**src/rtl/vrev_pkg.sv**
```systemverilog
// Shared types and helpers for the vector reversal arbiter: FSM state,
// round-robin grant search and tag-width helper.
package vrev_pkg;

   localparam int MAX_REQ = 16;

   typedef enum logic {
      EMPTY = 1'b0,
      FULL  = 1'b1
   } vrev_state_t;

   // Tag width for n requesters; never narrower than one bit.
   function automatic int idw_of(input int n);
      return (n <= 2) ? 1 : $clog2(n);
   endfunction

   // First valid index at or after ptr, wrapping modulo num. Walks offsets
   // from the far end back toward ptr so the nearest valid one wins.
   function automatic int rr_pick(input logic [MAX_REQ-1:0] valid,
                                  input int ptr,
                                  input int num);
      int g;
      int idx;
      g = ptr;
      for (int k = num - 1; k >= 0; k--) begin
         idx = (ptr + k) % num;
         if (valid[idx[3:0]]) g = idx;
      end
      return g;
   endfunction

endpackage

```
**src/rtl/vrev_bits.sv**
```systemverilog
// Combinational bit reversal: dout[i] = din[WIDTH-1-i].
module vrev_bits #(
   parameter int WIDTH = 8
) (
   input  logic [WIDTH-1:0] din,
   output logic [WIDTH-1:0] dout
);

   for (genvar i = 0; i < WIDTH; i++) begin : g_rev
      assign dout[i] = din[WIDTH-1-i];
   end

endmodule

```
**src/rtl/vector_reversal_arbiter.sv**
```systemverilog
// Round-robin arbiter feeding one bit-reversal datapath into a registered
// valid/ready output. Define VREV_PARITY_EN to add the registered out_parity port.
//
// state | meaning
// EMPTY | output register holds nothing, out_valid=0
// FULL  | output register holds a reversed word, out_valid=1
import vrev_pkg::*;

module vector_reversal_arbiter #(
   parameter int NUM_REQ = 4,
   parameter int WIDTH   = 8,
   localparam int IDW    = idw_of(NUM_REQ)
) (
   input  logic                     clk,
   input  logic                     reset,
   input  logic [NUM_REQ-1:0]       req_valid,
   input  logic [NUM_REQ*WIDTH-1:0] req_data,
   output logic [NUM_REQ-1:0]       req_ready,
   output logic                     out_valid,
   output logic [WIDTH-1:0]         out_data,
   output logic [IDW-1:0]           out_id,
`ifdef VREV_PARITY_EN
   output logic                     out_parity,
`endif
   input  logic                     out_ready,
   output logic                     busy
);

   vrev_state_t state_q, state_d;
   logic [IDW-1:0]     ptr_q;
   logic [IDW-1:0]     grant;
   logic [MAX_REQ-1:0] valid_ext;
   logic [WIDTH-1:0]   data_sel;
   logic [WIDTH-1:0]   data_rev;
   logic               any_valid;
   logic               can_accept;
   logic               accept;

   assign any_valid  = |req_valid;
   assign out_valid  = (state_q == FULL);
   assign can_accept = !out_valid || out_ready;
   assign accept     = can_accept && any_valid && !reset;
   assign busy       = out_valid || any_valid;

   always_comb begin
      valid_ext = '0;
      valid_ext[NUM_REQ-1:0] = req_valid;
      grant = IDW'(rr_pick(valid_ext, int'(ptr_q), NUM_REQ));
   end

   always_comb begin
      req_ready = '0;
      if (accept) req_ready[grant] = 1'b1;
   end

   assign data_sel = req_data[grant*WIDTH +: WIDTH];

   vrev_bits #(.WIDTH(WIDTH)) u_bits (
      .din  (data_sel),
      .dout (data_rev)
   );

   always_comb begin
      state_d = state_q;
      case (state_q)
         EMPTY: if (any_valid) state_d = FULL;
         FULL:  if (out_ready && !any_valid) state_d = EMPTY;
         default: state_d = EMPTY;
      endcase
   end

   always_ff @(posedge clk) begin
      if (reset) state_q <= EMPTY;
      else       state_q <= state_d;
   end

   // Output register and pointer only move on an accepted word.
   always_ff @(posedge clk) begin
      if (reset) begin
         out_data <= '0;
         out_id   <= '0;
         ptr_q    <= '0;
      end else if (accept) begin
         out_data <= data_rev;
         out_id   <= grant;
         ptr_q    <= (grant == IDW'(NUM_REQ - 1)) ? '0 : grant + 1'b1;
      end
   end

`ifdef VREV_PARITY_EN
   always_ff @(posedge clk) begin
      if (reset)       out_parity <= 1'b0;
      else if (accept) out_parity <= ^data_rev;
   end
`endif

endmodule
```
**config.mk**
```make
export PLATFORM = sky130hd
export DESIGN_NAME = vector_reversal_arbiter
export DESIGN_NICKNAME = d
export VERILOG_FILES = /design/src/rtl/vrev_pkg.sv /design/src/rtl/vrev_bits.sv /design/src/rtl/vector_reversal_arbiter.sv
export SDC_FILE = /design/constraint.sdc
export NUM_CORES = 1
export LEC_CHECK = 0
export CORE_AREA = 2 2 60 51
export DETAILED_ROUTE_END_ITERATION = 16
export DIE_AREA = 0 0 62 53
export PLACE_DENSITY = 0.81
export SYNTH_ARGS = -nofsm -noshare
export SYNTH_HDL_FRONTEND = slang
export SYNTH_SLANG_ARGS = --single-unit
```
**constraint.sdc**
```tcl
create_clock -name clk -period 2.6 [get_ports clk]
set_clock_uncertainty 0.15 [all_clocks]
set_input_delay 0.52 -clock clk [delete_from_list [all_inputs] [get_ports clk]]
set_output_delay 0.52 -clock clk [all_outputs]
set_load 0.005 [all_outputs]
```
==> results of run 1 <==
where the power goes:
| group | internal [mW] | total, mW | switching, mW | leakage [nW] |
|---|---|---|---|---|
| clock network | 0.0595 | 0.131 | 0.0713 | 0.0150 |
| registers | 0.235 | 0.260 | 0.0254 | 0.108 |
| logic | 0.293 | 0.501 | 0.207 | 0.613 |
worst register-to-register path, cell delays in order (launching register included):
cell     delay (ps)
dfxtp_2         380
nor2b_4          50
buf_4           130
o21a_4          220
nor3_4          290
buf_4           240
mux2_1          340
a221o_1         340
final timing paths:
kind	to	start
worst max-delay path	req_ready[1]	req_valid[2]
worst max register to register	out_data[7]$_SDFFE_PP0P_	ptr_q[0]$_SDFFE_PP0P_
worst min register to register	out_id[0]$_SDFFE_PP0P_	out_id[0]$_SDFFE_PP0P_
worst min-delay path	out_id[0]$_SDFFE_PP0P_	out_id[0]$_SDFFE_PP0P_
registers in the layout, summed over array words and instances, names as in the netlist:
register and count:
out_valid 1, out_data 8, out_id 2, ptr_q 2
metrics by stage:
stage          area, µm²  cells  hold slack, ps
2_1_floorplan        943    106             303
3_3_place_gp        1650    213             301
3_5_place_dp        1650    213             321
4_1_cts             1780    224             339
5_1_grt             1820    225             347
6_report            1820    225             336
final cells by class:
class | instances | area [µm²]
flip-flops and latches | 13 | 263
inverters | 1 | 3.75
well taps | 38 | 47.5
repair buffers | 83 | 734
fillers | 216 | 842
multi-input cells | 86 | 742
clock buffers | 4 | 26.3
routing by layer:
metal | global-route usage | vias up | wire length (µm)
met1 | 0.240 | 576 | 1430
met2 | 0.389 | 52 | 1820
li1 | - | 578 | -
met5 | 0 | - | 0
met4 | 0.0674 | 0 | 86
met3 | 0.0733 | 6 | 291
cell usage in the layout (no fill, tap or decap), drive strengths merged, types with 3 or more instances in the layout:
cell / netlist / final
a21oi: 14 / 14
nand2b: 5 / 5
a221o: 8 / 8
nor2b: 3 / 3
buf: 3 / 35
clkdlybuf4s50: 0 / 46
nand4: 8 / 8
nor2: 4 / 4
nor3: 4 / 4
nand2: 7 / 7
o31ai: 8 / 8
mux2: 8 / 8
dfxtp: 13 / 13
clkbuf: 3 / 6
logic make-up (layout without fill, tap and decap cells):
family	count (synthesis)	count (layout)	share of synthesized area
AND/OR/NAND/NOR	39	39	0.244
multiplexers	8	8	0.111
AO/OA/AOI/OAI	38	38	0.310
adder cells (fa/ha/maj)	1	1	0.0133
buffers and inverters	7	88	0.0451
flip-flops	13	13	0.276
Yosys cell counts, types with 2 or more instances:
cell type	instances	area, µm²
nor3_1	2	10.0
o21ai_1	2	10.0
mux2_2	3	33.8
clkbuf_1	3	11.3
a221o_1	8	80.1
a21oi_1	13	65.1
nand2_1	7	26.3
buf_6	2	22.5
o31ai_1	8	60.1
and2_1	2	12.5
nor4_1	2	12.5
nand4_1	8	50.1
nor2b_1	3	18.8
nand2b_1	5	31.3
o21a_1	2	15.0
mux2_4	4	60.1
dfxtp_1	13	260
nor2_1	4	15.0
repair_timing:
action,in CTS,in global routing
resized for setup,45,12
buffers inserted,7,1
setup endpoints to repair,8,4
hold endpoints to repair,0,0
pin swaps,11,6
cloned,0,0
==> results by group, run 1 <==
Status
  – Run status: completed

Critical path
  – Most frequent cell on the critical path: buf_4
  – Largest delay contributor family on the critical path: buffers and inverters
  – Length in cells of the worst reg-to-reg path: 7
  – List of cells traversed by the critical path: buf_4 -> nor2b_4 -> buf_4 -> o21a_4 -> nor3_4 -> buf_4 -> and2_1 -> buf_2
  – Critical path peak fanout: 5
  – Delay of the slowest cell on the worst path: 290 ps
  – Internal reg-to-reg setup slack: 350 ps
  – Data required time at the worst endpoint: 1930 ps
  – Critical path buffer and inverter count: 4
  – Cell count along the critical path: 8
  – Critical Path Slowest Stage Cell: nor3_4
  – Setup crit start kind: input port
  – Arrival time at the worst endpoint: 1880 ps
  – Sort of element at the end of the critical path: output port
  – Critical setup path kind: input port to output port

Clocking
  – Number of buffers created by CTS: 3
  – H-tree depth reported by CTS: 1
  – Clk root buf: clkbuf_4
  – CTS tree: done
  – Hold-fix buffers, CTS: 0
  – Insertion delay to the later sink of the worst-skew pair: 280 ps
  – Worst-case clock buffer depth: 2
  – Clock tree sinks: 13
  – Clock-pin slew reported for the worst setup and hold paths after clock tree synthesis: 90 ps

Logic synthesis
  – EDFF count, synth: 0
  – Post-synthesis instance total: 106
  – Combined area of all synthesized cells: 943 µm²
  – Cell variety after synth: 33
  – Yosys Warn Count: 0
  – Flop and latch count out of synthesis: 13
  – Share of flip-flops with an asynchronous set or reset after synthesis: 0
  – Prevailing post-synth register cell: dfxtp_1
  – Share of synthesized area occupied by flip-flops and latches: 0.276
  – Syn_nets: 146
  – Avg Cell Area, Syn: 8.90 µm²

Route
  – Post-route DRC: 0
  – Number of routed nets with antenna violations: 0
  – Number of vias per cell: 5.39
  – Detailed-route wire length: 3.63 mm
  – Detailed-route via count: 1,212
  – Detailed-routing iteration count for the pre-antenna-repair pass: 4
  – Initial drt markers: 27
  – Post-detailed-route wirelength per cell: 16.1 µm

Pwr
  – Max VDD drop: 0.393 mV
  – Power per standard cell area: 491 nW/µm²
  – Final Total Pwr: 0.892 mW
  – Pleak: 0.736 nW

STA
  – Slew at the pin closest to its max-slew limit: 585 ps
  – Setup tns final: 0 ps
  – Crit share post-route: 0.980
  – Max Freq: 0.393 GHz
  – Final worst-path setup slack: 52.4 ps
  – Final setup violation count: 0
  – Final hold vios: 0
  – Count of final max-slew check failures: 0
  – Worst slew margin: 0.608
  – Final min period: 2550 ps

Layout
  – Number of nets in the finished design: 228
  – Layout cell share with drive strength beyond 1: 0.348
  – Final core utilization: 0.683
  – Number of inserted diodes: 0
  – Area added between synthesis and finish: 92.6%

Placed design
  – Quantity of I/O buffers inserted on ports: 54
  – HPWL Detailed: 2.46 mm
  – Placement Setup Slack: -724 ps
  – Routability congestion estimate from global placement: 0.803

Global routing
  – Aggregate global-route resource usage: 0.218
  – GRT overflow: 0
  – Vias in the first global route: 1,229
  – Antenna violations before repair: 0
  – Largest net degree at the start of global routing: 9
  – Wire length of the first global-routing pass: 5.27 mm

Min path
  – Hold-critical path depth: 2
  – Worst min-delay path category: register to register

Floorplanning
  – Die width: 62 µm
  – Starting Density: 0.355
  – Site row count: 17
  – Die Ht: 53 µm
  – Die Outline Area: 3290 µm²
  – Number of ports placed on the die boundary: 55
  – Core area: 2660 µm²

Flow run
  – Count of max-cap constraint violations: 0
Power figures use the tool's default switching activity.
==> run 2, diff against run 1 <==
Settings changed: SETUP_SLACK_MARGIN set to 0.1.
==> run 2 against run 1 <==
Against the previous run:
- maximum frequency fell by 0.60%
- first-iteration DRC count rose by 3.7%
- clock power barely moved
- critical path type unchanged
==> results by group, run 2 (same netlist as run 1, synthesis figures left out) <==
Layout
  – Leading registers by flop count: out_data (8), out_id (2), ptr_q (2)
  – Number of non-filler instances in the completed layout: 227
  – Most frequent cells in the layout: clkdlybuf4s50_1, buf_4, a21oi_1
  – Number of nets in the finished design: 230
  – Final core utilization: 0.714
  – Area added between synthesis and finish: 101%
  – Number of inserted diodes: 0
  – Top reg by flops: out_data
  – Layout cell share with drive strength beyond 1: 0.381
  – Largest register FFs: 8
  – Most common cell after layout, fill and taps aside: clkdlybuf4s50_1

Placed design
  – HPWL Detailed: 2.46 mm
  – Cell count after placement: 213
  – Routability congestion estimate from global placement: 0.803
  – Quantity of I/O buffers inserted on ports: 54

Clocking
  – H-tree depth reported by CTS: 1
  – Worst-case clock buffer depth: 2
  – Clk root buf: clkbuf_4
  – Insertion delay to the later sink of the worst-skew pair: 280 ps
  – Number of buffers created by CTS: 3
  – Clock-pin slew reported for the worst setup and hold paths after clock tree synthesis: 80 ps
  – Clock tree sinks: 13
  – CTS tree: done
  – Hold-fix buffers, CTS: 0

Pwr
  – Pleak: 0.762 nW
  – Final Total Pwr: 0.922 mW
  – Max VDD drop: 0.402 mV
  – Power per standard cell area: 486 nW/µm²

Global routing
  – Largest net degree at the start of global routing: 9
  – Antenna violations before repair: 0
  – Aggregate global-route resource usage: 0.221
  – Wire length of the first global-routing pass: 5.30 mm
  – GRT overflow: 0
  – Vias in the first global route: 1,218

Floorplanning
  – Number of ports placed on the die boundary: 55
  – Site row count: 17
  – Starting Density: 0.355
  – Core area: 2660 µm²
  – Die Outline Area: 3290 µm²
  – Die width: 62 µm
  – Die Ht: 53 µm

STA
  – Slew at the pin closest to its max-slew limit: 575 ps
  – Hold_ws: 339 ps
  – Final min period: 2560 ps
  – Worst slew margin: 0.615
  – Final setup violation count: 0
  – Crit share post-route: 0.986
  – Setup tns final: 0 ps
  – Final hold vios: 0
  – Max Freq: 0.390 GHz
  – Unrepaired setup endpoints after global routing: yes
  – Count of final max-slew check failures: 0

Critical path
  – Length in cells of the worst reg-to-reg path: 7
  – Critical setup path kind: input port to output port
  – Critical path peak fanout: 5
  – Sort of element at the end of the critical path: output port
  – Setup crit start kind: input port
  – Worst reg2reg path endpoint: out_data[7]$_SDFFE_PP0P_
  – Internal reg-to-reg setup slack: 340 ps
  – Origin of the critical flop-to-flop path: ptr_q[0]$_SDFFE_PP0P_
  – Data required time at the worst endpoint: 1930 ps
  – Arrival time at the worst endpoint: 1890 ps

Flow run
  – Count of max-cap constraint violations: 0

Min path
  – Hold-critical path depth: 2
  – Min-Delay Endpoint: out_id[0]$_SDFFE_PP0P_
  – Hold_sp: out_id[0]$_SDFFE_PP0P_
  – Worst min-delay path category: register to register

Route
  – Detailed-route via count: 1,222
  – Detailed-routing iteration count for the pre-antenna-repair pass: 4
  – Detailed-route wire length: 3.70 mm
  – Post-detailed-route wirelength per cell: 16.3 µm
  – Post-route DRC: 0
  – Number of routed nets with antenna violations: 0
  – Number of vias per cell: 5.38
  – Initial drt markers: 28

Status
  – Run status: completed
[run 2: repair_timing]
action	4_1_cts	5_1_grt
pin swaps	11	14
setup endpoints to repair	12	5
resized for setup	56	18
setup buffers	9	2
[run 2: cell type report]
| class | instances | area (µm²) |
|---|---|---|
| Sequential cell | 13 | 265 |
| Tap cell | 38 | 47.5 |
| Clock buffer | 4 | 26.3 |
| Multi-Input combinational cell | 86 | 773 |
| Fill cell | 200 | 759 |
| Timing Repair Buffer | 85 | 783 |
| Inverter | 1 | 3.75 |
[run 2: stage by stage]
stage | instance area (µm²) | worst slack [ps]
after detailed placement | 1650 | -724
after floorplan | 943 | 233
after global placement | 1650 | -713
final | 1900 | 37.1
after global routing | 1900 | -39.0
after CTS | 1810 | 85.9
[run 2: per-layer routing]
layer  vias to the layer above  track usage  share of wire
met5                         -            0              0
met2                        58        0.373           0.51
met4                         0       0.0816          0.021
li1                        584            -              -
met3                         6       0.0929          0.083
met1                       574        0.242           0.38
[run 2: how the worst max path moves through the flow]
stage	startpoint	end	slack, ps	cells after the start
after floorplan	req_valid[2]	req_ready[3]	230	7
after global placement	req_valid[3]	req_ready[3]	-710	7
after detailed placement	req_valid[3]	req_ready[3]	-720	7
after CTS	req_valid[0]	req_ready[3]	90	8
after global routing	ptr_q[1]$_SDFFE_PP0P_	req_ready[2]	-40	8
final	req_valid[3]	req_ready[1]	40	9
[run 2: critical path, stage by stage]
cell       delay [ps]
buf_6             100
buf_6             130
nor3_4            230
a2111oi_4          60
or2_4             280
buf_6             120
nor3_4            190
and2_4            180
buf_6              80
[run 2: power by group]
part | leakage, nW | internal, mW | total (mW) | switching [mW]
Combinational | 0.638 | 0.315 | 0.534 | 0.220
Sequential | 0.109 | 0.236 | 0.258 | 0.0227
Clock | 0.0150 | 0.0595 | 0.130 | 0.0702
==> run 3, diff against run 2 <==
Settings changed: GPL_ROUTABILITY_DRIVEN set to 1.
==> results of run 3 <==
No change in the layout: final DEF, timing and power equal those of run 2.
